[src/rtl/alu_op_decoder_if.sv]
// Interface bundling the fetch-side and execute-side handshakes of alu_op_decoder.
// Signal names keep the decoder's own _i/_o suffixes so both ends read the same.
// Optional macro ALU_DEC_ILLEGAL_EN adds the illegal_o flag to the decoded bundle.
interface alu_op_decoder_if #(
  parameter int XLEN = 32
);
  logic            instr_valid_i;
  logic            instr_ready_o;
  logic [31:0]     instr_i;
  logic [XLEN-1:0] pc_i;

  logic            dec_valid_o;
  logic            dec_ready_i;
  logic [4:0]      alu_op_o;
  logic [XLEN-1:0] imm_o;
  logic [4:0]      rs1_o;
  logic [4:0]      rs2_o;
  logic [4:0]      rd_o;
  logic            use_imm_o;
  logic            use_pc_o;
  logic            reg_we_o;
  logic            is_branch_o;
  logic            is_jump_o;
  logic            is_load_o;
  logic            is_store_o;
  logic [XLEN-1:0] pc_o;
`ifdef ALU_DEC_ILLEGAL_EN
  logic            illegal_o;
`endif

  // Fetch and execute stages together: they drive instructions and accept bundles.
  modport master (
    output instr_valid_i, instr_i, pc_i, dec_ready_i,
    input  instr_ready_o, dec_valid_o, alu_op_o, imm_o, rs1_o, rs2_o, rd_o,
           use_imm_o, use_pc_o, reg_we_o, is_branch_o, is_jump_o, is_load_o,
           is_store_o, pc_o
`ifdef ALU_DEC_ILLEGAL_EN
    , input illegal_o
`endif
  );

  // Decoder view.
  modport slave (
    input  instr_valid_i, instr_i, pc_i, dec_ready_i,
    output instr_ready_o, dec_valid_o, alu_op_o, imm_o, rs1_o, rs2_o, rd_o,
           use_imm_o, use_pc_o, reg_we_o, is_branch_o, is_jump_o, is_load_o,
           is_store_o, pc_o
`ifdef ALU_DEC_ILLEGAL_EN
    , output illegal_o
`endif
  );
endinterface

[src/rtl/alu_op_decoder.sv]
// RV32I decode stage: turns instruction words into ALU operation bundles held in a
// two-entry skid buffer in front of execute. Optional macro ALU_DEC_ILLEGAL_EN makes
// illegal instructions travel as flagged bundles instead of being turned into NOPs.
module alu_op_decoder #(
  parameter int XLEN  = 32,
  parameter int DEPTH = 2
) (
  input  logic               clk_i,
  input  logic               rst_ni,
  input  logic               flush_i,
  alu_op_decoder_if.slave    bus
);

  localparam logic [6:0] OpcOp     = 7'b0110011;
  localparam logic [6:0] OpcOpImm  = 7'b0010011;
  localparam logic [6:0] OpcLoad   = 7'b0000011;
  localparam logic [6:0] OpcStore  = 7'b0100011;
  localparam logic [6:0] OpcBranch = 7'b1100011;
  localparam logic [6:0] OpcLui    = 7'b0110111;
  localparam logic [6:0] OpcAuipc  = 7'b0010111;
  localparam logic [6:0] OpcJal    = 7'b1101111;
  localparam logic [6:0] OpcJalr   = 7'b1100111;

  localparam logic [4:0] AluAdd    = 5'b00000;
  localparam logic [4:0] AluJump   = 5'b11111;
  localparam logic [6:0] Funct7Alt = 7'b0100000;

  localparam logic [1:0] FullCount = 2'(DEPTH);

  typedef struct packed {
    logic [4:0]      aluOp;
    logic [XLEN-1:0] imm;
    logic [4:0]      rs1;
    logic [4:0]      rs2;
    logic [4:0]      rd;
    logic            useImm;
    logic            usePc;
    logic            regWe;
    logic            isBranch;
    logic            isJump;
    logic            isLoad;
    logic            isStore;
`ifdef ALU_DEC_ILLEGAL_EN
    logic            illegal;
`endif
    logic [XLEN-1:0] pc;
  } bundle_t;

  // Sign-extend a 32-bit immediate (bit 31 is the sign) to the datapath width.
  function automatic logic [XLEN-1:0] extend(input logic [31:0] value);
    return {{(XLEN-31){value[31]}}, value[30:0]};
  endfunction

  logic [6:0]  opcode;
  logic [2:0]  funct3;
  logic [6:0]  funct7;
  logic [31:0] immI;
  logic [31:0] immS;
  logic [31:0] immB;
  logic [31:0] immU;
  logic [31:0] immJ;

  assign opcode = bus.instr_i[6:0];
  assign funct3 = bus.instr_i[14:12];
  assign funct7 = bus.instr_i[31:25];
  assign immI   = {{20{bus.instr_i[31]}}, bus.instr_i[31:20]};
  assign immS   = {{20{bus.instr_i[31]}}, bus.instr_i[31:25], bus.instr_i[11:7]};
  assign immB   = {{19{bus.instr_i[31]}}, bus.instr_i[31], bus.instr_i[7],
                   bus.instr_i[30:25], bus.instr_i[11:8], 1'b0};
  assign immU   = {bus.instr_i[31:12], 12'b0};
  assign immJ   = {{11{bus.instr_i[31]}}, bus.instr_i[31], bus.instr_i[19:12],
                   bus.instr_i[20], bus.instr_i[30:21], 1'b0};

  bundle_t decoded;
  logic    isIllegal;

  // Decode the incoming instruction word into a bundle; illegal words are neutralised at the end.
  always_comb begin
    decoded     = '0;
    isIllegal   = 1'b0;
    decoded.rs1 = bus.instr_i[19:15];
    decoded.rs2 = bus.instr_i[24:20];
    decoded.rd  = bus.instr_i[11:7];
    decoded.pc  = bus.pc_i;

    unique case (opcode)
      OpcOp: begin
        decoded.regWe = 1'b1;
        decoded.aluOp = {1'b0, funct7[5], funct3};
        if (funct7 == Funct7Alt) begin
          if (funct3 != 3'b000 && funct3 != 3'b101) isIllegal = 1'b1;
        end else if (funct7 != 7'b0) begin
          isIllegal = 1'b1;
        end
      end
      OpcOpImm: begin
        decoded.regWe  = 1'b1;
        decoded.useImm = 1'b1;
        decoded.imm    = extend(immI);
        decoded.aluOp  = {2'b00, funct3};
        if (funct3 == 3'b001) begin
          if (funct7 != 7'b0) isIllegal = 1'b1;
        end else if (funct3 == 3'b101) begin
          if (funct7 == Funct7Alt) decoded.aluOp = {2'b01, funct3};
          else if (funct7 != 7'b0) isIllegal = 1'b1;
        end
      end
      OpcLoad: begin
        decoded.regWe  = 1'b1;
        decoded.useImm = 1'b1;
        decoded.isLoad = 1'b1;
        decoded.imm    = extend(immI);
        decoded.aluOp  = AluAdd;
      end
      OpcStore: begin
        decoded.useImm  = 1'b1;
        decoded.isStore = 1'b1;
        decoded.imm     = extend(immS);
        decoded.aluOp   = AluAdd;
      end
      OpcBranch: begin
        decoded.isBranch = 1'b1;
        decoded.imm      = extend(immB);
        decoded.aluOp    = {2'b10, funct3};
        if (funct3[2:1] == 2'b01) isIllegal = 1'b1;
      end
      OpcLui: begin
        decoded.regWe  = 1'b1;
        decoded.useImm = 1'b1;
        decoded.rs1    = 5'd0;
        decoded.imm    = extend(immU);
        decoded.aluOp  = AluAdd;
      end
      OpcAuipc: begin
        decoded.regWe  = 1'b1;
        decoded.useImm = 1'b1;
        decoded.usePc  = 1'b1;
        decoded.imm    = extend(immU);
        decoded.aluOp  = AluAdd;
      end
      OpcJal: begin
        decoded.regWe  = 1'b1;
        decoded.useImm = 1'b1;
        decoded.usePc  = 1'b1;
        decoded.isJump = 1'b1;
        decoded.imm    = extend(immJ);
        decoded.aluOp  = AluJump;
      end
      OpcJalr: begin
        decoded.regWe  = 1'b1;
        decoded.useImm = 1'b1;
        decoded.isJump = 1'b1;
        decoded.imm    = extend(immI);
        decoded.aluOp  = AluJump;
        if (funct3 != 3'b000) isIllegal = 1'b1;
      end
      default: isIllegal = 1'b1;
    endcase

    if (decoded.rd == 5'd0) decoded.regWe = 1'b0;

    if (isIllegal) begin
`ifdef ALU_DEC_ILLEGAL_EN
      decoded         = '0;
      decoded.rs1     = bus.instr_i[19:15];
      decoded.rs2     = bus.instr_i[24:20];
      decoded.rd      = bus.instr_i[11:7];
      decoded.pc      = bus.pc_i;
      decoded.illegal = 1'b1;
`else
      decoded    = '0;
      decoded.pc = bus.pc_i;
`endif
    end
  end

  logic [1:0] count_q, count_d;
  logic       ready_q, ready_d;
  bundle_t    slot0_q, slot0_d;
  bundle_t    slot1_q, slot1_d;
  logic       push;
  logic       pop;

  assign push = bus.instr_valid_i && ready_q;
  assign pop  = (count_q != 2'd0) && bus.dec_ready_i;

  // Skid-buffer next state: slot0 is always the oldest entry, flush empties everything.
  always_comb begin
    count_d = count_q;
    slot0_d = slot0_q;
    slot1_d = slot1_q;
    if (flush_i) begin
      count_d = 2'd0;
    end else begin
      if (pop && count_q == 2'd2) slot0_d = slot1_q;
      if (push) begin
        if (count_q == 2'd0 || (count_q == 2'd1 && pop)) slot0_d = decoded;
        else slot1_d = decoded;
      end
      count_d = count_q + {1'b0, push} - {1'b0, pop};
    end
    ready_d = (count_d < FullCount);
  end

  // Buffer registers; ready is registered so execute's ready never reaches fetch combinationally.
  always_ff @(posedge clk_i) begin
    if (!rst_ni) begin
      count_q <= 2'd0;
      ready_q <= 1'b1;
      slot0_q <= '0;
      slot1_q <= '0;
    end else begin
      count_q <= count_d;
      ready_q <= ready_d;
      slot0_q <= slot0_d;
      slot1_q <= slot1_d;
    end
  end

  assign bus.instr_ready_o = ready_q;
  assign bus.dec_valid_o   = (count_q != 2'd0);
  assign bus.alu_op_o      = slot0_q.aluOp;
  assign bus.imm_o         = slot0_q.imm;
  assign bus.rs1_o         = slot0_q.rs1;
  assign bus.rs2_o         = slot0_q.rs2;
  assign bus.rd_o          = slot0_q.rd;
  assign bus.use_imm_o     = slot0_q.useImm;
  assign bus.use_pc_o      = slot0_q.usePc;
  assign bus.reg_we_o      = slot0_q.regWe;
  assign bus.is_branch_o   = slot0_q.isBranch;
  assign bus.is_jump_o     = slot0_q.isJump;
  assign bus.is_load_o     = slot0_q.isLoad;
  assign bus.is_store_o    = slot0_q.isStore;
  assign bus.pc_o          = slot0_q.pc;
`ifdef ALU_DEC_ILLEGAL_EN
  assign bus.illegal_o     = slot0_q.illegal;
`endif

endmodule

[src/flat_wrapper.sv]
// flat-port wrapper written by rule: the top's interface ports become plain ports
module alu_op_decoder_flat 
#(
  parameter int XLEN  = 32,
  parameter int DEPTH = 2
)
  (clk_i, rst_ni, flush_i, bus_instr_valid_i, bus_instr_i, bus_pc_i, bus_dec_ready_i, bus_instr_ready_o, bus_dec_valid_o, bus_alu_op_o, bus_imm_o, bus_rs1_o, bus_rs2_o, bus_rd_o, bus_use_imm_o, bus_use_pc_o, bus_reg_we_o, bus_is_branch_o, bus_is_jump_o, bus_is_load_o, bus_is_store_o, bus_pc_o);
  alu_op_decoder_if #(.XLEN(XLEN)) bus_i ();
  input  logic clk_i;
  input  logic rst_ni;
  input  logic flush_i;
  input wire logic [$bits(bus_i.instr_valid_i)-1:0] bus_instr_valid_i;
  input wire logic [$bits(bus_i.instr_i)-1:0] bus_instr_i;
  input wire logic [$bits(bus_i.pc_i)-1:0] bus_pc_i;
  input wire logic [$bits(bus_i.dec_ready_i)-1:0] bus_dec_ready_i;
  output wire logic [$bits(bus_i.instr_ready_o)-1:0] bus_instr_ready_o;
  output wire logic [$bits(bus_i.dec_valid_o)-1:0] bus_dec_valid_o;
  output wire logic [$bits(bus_i.alu_op_o)-1:0] bus_alu_op_o;
  output wire logic [$bits(bus_i.imm_o)-1:0] bus_imm_o;
  output wire logic [$bits(bus_i.rs1_o)-1:0] bus_rs1_o;
  output wire logic [$bits(bus_i.rs2_o)-1:0] bus_rs2_o;
  output wire logic [$bits(bus_i.rd_o)-1:0] bus_rd_o;
  output wire logic [$bits(bus_i.use_imm_o)-1:0] bus_use_imm_o;
  output wire logic [$bits(bus_i.use_pc_o)-1:0] bus_use_pc_o;
  output wire logic [$bits(bus_i.reg_we_o)-1:0] bus_reg_we_o;
  output wire logic [$bits(bus_i.is_branch_o)-1:0] bus_is_branch_o;
  output wire logic [$bits(bus_i.is_jump_o)-1:0] bus_is_jump_o;
  output wire logic [$bits(bus_i.is_load_o)-1:0] bus_is_load_o;
  output wire logic [$bits(bus_i.is_store_o)-1:0] bus_is_store_o;
  output wire logic [$bits(bus_i.pc_o)-1:0] bus_pc_o;
  assign bus_i.instr_valid_i = bus_instr_valid_i;
  assign bus_i.instr_i = bus_instr_i;
  assign bus_i.pc_i = bus_pc_i;
  assign bus_i.dec_ready_i = bus_dec_ready_i;
  assign bus_instr_ready_o = bus_i.instr_ready_o;
  assign bus_dec_valid_o = bus_i.dec_valid_o;
  assign bus_alu_op_o = bus_i.alu_op_o;
  assign bus_imm_o = bus_i.imm_o;
  assign bus_rs1_o = bus_i.rs1_o;
  assign bus_rs2_o = bus_i.rs2_o;
  assign bus_rd_o = bus_i.rd_o;
  assign bus_use_imm_o = bus_i.use_imm_o;
  assign bus_use_pc_o = bus_i.use_pc_o;
  assign bus_reg_we_o = bus_i.reg_we_o;
  assign bus_is_branch_o = bus_i.is_branch_o;
  assign bus_is_jump_o = bus_i.is_jump_o;
  assign bus_is_load_o = bus_i.is_load_o;
  assign bus_is_store_o = bus_i.is_store_o;
  assign bus_pc_o = bus_i.pc_o;
  alu_op_decoder #(.XLEN(XLEN), .DEPTH(DEPTH)) u_core (.clk_i(clk_i), .rst_ni(rst_ni), .flush_i(flush_i), .bus(bus_i));
endmodule
[config.mk]
export PLATFORM = sky130hd
export DESIGN_NAME = alu_op_decoder_flat
export DESIGN_NICKNAME = d
export VERILOG_FILES = /design/src/rtl/alu_op_decoder_if.sv /design/src/rtl/alu_op_decoder.sv /design/src/flat_wrapper.sv
export SDC_FILE = /design/constraint.sdc
export NUM_CORES = 1
export LEC_CHECK = 0
export CORE_MARGIN = 10
export CORE_UTILIZATION = 40
export CTS_BUF_LIST = sky130_fd_sc_hd__clkbuf_4 sky130_fd_sc_hd__clkbuf_8 sky130_fd_sc_hd__clkbuf_16
export CTS_CLUSTER_SIZE = 8
export DETAILED_ROUTE_END_ITERATION = 8
export DONT_BUFFER_PORTS = 1
export PLACE_DENSITY = 0.67
export SKIP_CTS_REPAIR_TIMING = 1
export SLEW_MARGIN = 20
export SYNTH_ARGS = -nofsm -noshare
export SYNTH_HDL_FRONTEND = slang
export SYNTH_SLANG_ARGS = --single-unit
export TNS_END_PERCENT = 1
[constraint.sdc]
create_clock -name clk_i -period 1.7 [get_ports clk_i]
set_clock_uncertainty 0.05 [all_clocks]
set_input_delay 0.34 -clock clk_i [delete_from_list [all_inputs] [get_ports clk_i]]
set_output_delay 0.34 -clock clk_i [all_outputs]
set_load 0.02 [all_outputs]
After elaboration in Yosys (flattened, before gate mapping). Cells that the tools add are included.

Eq/ne operators: 16. Bitwise operators: 2. $lt $le $gt $ge: 1. Add/sub/neg operators: 2. Multiplexer cells: 28. Reduce and logical (&&, ||, !) cells: 19.

Operators with widths (number): two-way mux 91 bit (4); case mux 32 bit (5 select lines) (1); equality test 7 x 6 -> 1 bit, second input constant (4); equality test 7 bit, second input constant (3); case mux 5 bit (4 select lines) (1); two-way mux 1 bit (16); two-way mux 5 bit (3); equality test 7 x 5 -> 1 bit, second input constant (2); OR reduction 7 bit (2); equality test 7 x 2 -> 1 bit, second input constant (1); nonzero test 7 bit (1); OR reduction 2 bit (3); logical AND 1 bit (5); zero test 5 bit (1); case mux 1 bit (5 select lines) (1); OR reduction 5 bit (1); equality test 2 x 1 -> 1 bit, second input constant (2); two-way mux 4 bit (1); equality test 3 x 1 -> 1 bit, second input constant (1); equality test 3 bit, second input constant (1); != test 3 bit, second input constant (1); AND reduction 3 bit (1); nonzero test 3 bit (1); OR reduction 3 bit (1); 9 further kinds (10).

Word-level logic and storage cells: 96. Output and inout port bits: 93. Flip-flop bits (word level): 185.

Longest topological paths before layout.
Depth after elaboration: 9. Mapped depth: 10. Gate-level depth less buffers: 9.

Worst setup path before layout. OpenSTA, ideal clock, no wires.

Kind: register to register. From: reg u_core.count_q[1]. To: reg u_core.ready_q (netlist: u_core.bus.instr_ready_o). Required time: 1.536 ns. Stages on the path, launching flop included: 11. Setup time: 0.114 ns. Setup slack: -0.310 ns. Data arrival time: 1.846 ns. Path buffers: 1. Path through: dfxtp_1 > buf_6 > or2_1 > and2_1 > ha_1 > inv_1 > ha_1 > xnor2_1 > xnor2_1 > nor2b_1 > inv_1.

Cells in the longest elaborated chain, start to end: 5. Elaborated cells on any way between the ends: 6. Classes of those cells: add/sub: 2; order compare: 1; mux: 1; reduce/logical: 2.

Ends and longest elaborated chain: start, declared (RTL line alu_op_decoder.sv:177) `logic [1:0] count_q, count_d;`; start signal, assigned (RTL line alu_op_decoder.sv:213) `count_q <= count_d;`; nonzero test 2 bit; via bus_dec_valid_o (RTL line flat_wrapper.sv:17) `output wire logic [$bits(bus_i.dec_valid_o)-1:0] bus_dec_valid_o;`; logical AND 1 bit (RTL line alu_op_decoder.sv:185) `assign pop = (count_q != 2'd0) && bus.dec_ready_i;`; subtractor 2 x 1 -> 2 bit (RTL line alu_op_decoder.sv:200) `count_d = count_q + {1'b0, push} - {1'b0, pop};`; two-way mux 2 bit (RTL line alu_op_decoder.sv:192) `if (flush_i) begin`; less-than comparator 2 bit (RTL line alu_op_decoder.sv:202) `ready_d = (count_d < FullCount);`; end signal, assigned (RTL line alu_op_decoder.sv:214) `ready_q <= ready_d;`; end, declared (RTL line alu_op_decoder.sv:178) `logic ready_q, ready_d;`.

The timed path passes the listed nets, and every way through them passes these cells. A chain may end at the register's enable or synchronous reset.

Final worst setup path.
From: reg u_core.count_q[1]. To: reg u_core.ready_q (netlist: u_core.bus.instr_ready_o).

Cells in the longest elaborated chain, start to end: 5. Elaborated cells on any way between the ends: 6. Classes of those cells: add/sub: 2; order compare: 1; mux: 1; reduce/logical: 2.

Ends and longest elaborated chain (RTL line): parallel branches: the longest is 2 deep, another holds adder 2 x 1 -> 2 bit; subtractor 2 x 1 -> 2 bit * (alu_op_decoder.sv:200); two-way mux 2 bit * (alu_op_decoder.sv:192); less-than comparator 2 bit * (alu_op_decoder.sv:202).

Mark *: on every way between the ends.

==> impl_metrics.tcl <==
set metrics [dict create \
    cp.arrival_ns 2.02 \
    max_slew_margin 0.560 \
    via_count 6638 \
    synth.distinct_cells 58 \
    viasPerCell 5.72 \
    core_um2 18800 \
    cts_max_path_buffers 2 \
    violations "negative hold slack, negative setup slack" \
    hp-class "in -> reg" \
    htree_levels 4 \
    gp_congestion 0.886 \
    fin_util 0.488 \
    yosysWarnings 0 \
    antenna_found_initial 0 \
    final_nets 984 \
    leakage_uw 0.00313 \
    grt_start_max_net_pins 72 \
    stdcell_count 1160 \
    ys_async_sr_fraction 0 \
    cts_buffers 17 \
    die_h_um 159 \
    start_util 0.409 \
    die_x_um 159 \
    grtUsageTotal 0.177 \
    rows 50 \
    multi_input_comb_area_um2 3610 \
    totalWireLength_mm 23.8 \
    rsz0062_at_grt "yes" \
    drive_above_1_share 0.177 \
    dp_hpwl_mm 16.0 \
    setup_violations 42 \
    path_clk_slew_ns 0.07 \
    ys_dominant_reg_cell "dfxtp_1" \
    max_freq_mhz 575 \
    tightest_slew_ns 0.657 \
    cts_sinks 185 \
    clockRootBuffer "clkbuf_16" \
    synth_edf_count 0 \
    drtIter0Drc 494 \
    wire_per_inst_um 20.5 \
    hold_viol 5 \
    syn2layout_area_growth_pct 19.2 \
    drc 0 \
    cp.required_ns 1.98 \
    synth.ff_latch_count 185 \
    antenna_cells 0 \
    synth.avg_cell_area_um2 8.68 \
    critPathKind "reg -> reg" \
    dieArea_um2 25100 \
    drv_slew 0 \
    clk-insertion-delay-late_ns 0.43 \
    grt_pass1_wl_mm 34.7 \
    portBuffers 0 \
    placedCellCount 1103 \
    finalCritPeriodShare 1.02 \
    cp_max_fo 4 \
    ant_nets 0 \
    end_kind "register" \
    nFillCells 1758 \
    fin_ws_ns -0.0406 \
    cts_tree "done" \
    maxCapViolations 0 \
    worstSetupStartpointType "register" \
    synth_cells 885 \
    dpl_worst_slack_ns -0.149 \
    hold_ws_ns -0.0113 \
    synth_seq_area_share 0.482 \
    regArea_um2 3710 \
    status "finished with violations" \
    dr.pass1.iters 5 \
    p_per_area_nw_per_um2 1040 \
    syn-cell-area_um2 7680 \
    synth_nets 956 \
    grt_pass1_vias 5950 \
    min_period_ns 1.74 \
    overflow 0 \
    setup_tns_ns -0.448 \
    vdd_drop_max_mv 0.677 \
    num_io_pins 162 \
]
## where the power goes
group / switching [µW] / internal (µW) / total [µW]
combinational: 532 / 390 / 922
clock: 1740 / 2210 / 3950
sequential: 198 / 4450 / 4640
total: 2470 / 7050 / 9520
## stage by stage
| stage | instance area [µm²] | power (µW) |
|---|---|---|
| 2_1_floorplan | 7720 | 5330 |
| 3_3_place_gp | 8180 | 5530 |
| 3_5_place_dp | 8180 | 5550 |
| 4_1_cts | 8770 | 9460 |
| 5_1_grt | 9160 | 9840 |
| 6_report | 9160 | 9520 |
## layout by cell type, fill, tap and decap left out, drive strengths merged, types with 5 or more instances in the layout
cell	count
a211oi	7
a21o	6
a21oi	62
a311oi	27
a32oi	56
buf	55
clkbuf	22
clkinv	5
dfxtp	185
dlygate4sd3	22
inv	22
nand2	204
nand3	7
nand4	5
nor2	46
nor3	8
o21ai	123
o22ai	7
## layout make-up
type / count / share of cell area
flip-flops and latches: 185 / 0.405
well taps: 234 / 0.0320
inverters: 20 / 0.00820
clock inverters: 13 / 0.0157
multi-input cells: 609 / 0.394
clock buffers: 19 / 0.0481
repair buffers: 80 / 0.0967
## Yosys cell counts, drive strengths merged (6+ instances only)
master  number  share of area
nor2        46          0.023
buf         35          0.039
o21ai      123          0.095
a32oi       56          0.064
a21o         6         0.0059
a21oi       62          0.042
nand3        7         0.0046
a311oi      27          0.031
dfxtp      185           0.48
clkbuf      36          0.018
o22ai        7         0.0057
nor3         8         0.0073
a211oi       7         0.0068
inv         19         0.0093
nand2      204           0.10
## worst max-delay path, cell delays in order, from the launching register on
cell and delay, ns:
dfxtp_2 0.34, or2_4 0.23, and2_4 0.14, ha_4 0.25, inv_2 0.03, ha_4 0.15, xnor2_2 0.12, xnor2_1 0.12
nor2b_2 0.15, inv_1 0.04
## state kept, by name, summed over array words and instances, names as in the netlist
name and count:
u_core.bus.rs1_o 5, u_core.bus.instr_ready_o 1, u_core.bus.reg_we_o 1, u_core.bus.is_store_o 1
u_core.slot1_q 91, u_core.bus.imm_o 32, u_core.bus.is_jump_o 1, u_core.bus.alu_op_o 5
u_core.bus.pc_o 32, u_core.bus.is_branch_o 1, u_core.bus.use_imm_o 1, u_core.bus.rs2_o 5
u_core.bus.use_pc_o 1, u_core.bus.is_load_o 1, u_core.count_q 2, u_core.bus.rd_o 5
## logic make-up (layout without fill, tap and decap cells)
| kind of cell | count (synthesis) | in the layout | synth area share |
|---|---|---|---|
| compound gates | 307 | 307 | 0.274 |
| xor+xnor | 3 | 3 | 0.00342 |
| fa+ha+maj | 2 | 2 | 0.00326 |
| buf+inv | 91 | 132 | 0.0665 |
| flops | 185 | 185 | 0.482 |
| simple gates | 297 | 297 | 0.171 |
## worst paths after layout
check	startpoint	endpoint	slack (ns)	cells past startpoint
min reg2reg	u_core.slot1_q[63]$_SDFFE_PN0P_	u_core.slot1_q[63]$_SDFFE_PN0P_	0.40	2
max	u_core.count_q[1]$_SDFF_PN0_	u_core.bus.instr_ready_o$_SDFF_PN1_	-0.04	9
min	bus_pc_i[26]	u_core.slot1_q[26]$_SDFFE_PN0P_	-0.01	2
max reg2reg	u_core.count_q[1]$_SDFF_PN0_	u_core.bus.instr_ready_o$_SDFF_PN1_	-0.04	9
## layer usage
layer	global-route usage	wire (µm)
met3	0.0888	3120
met5	0	0
met2	0.286	11400
met1	0.201	8990
met4	0.0503	275
(Power assumes the default switching activity.)
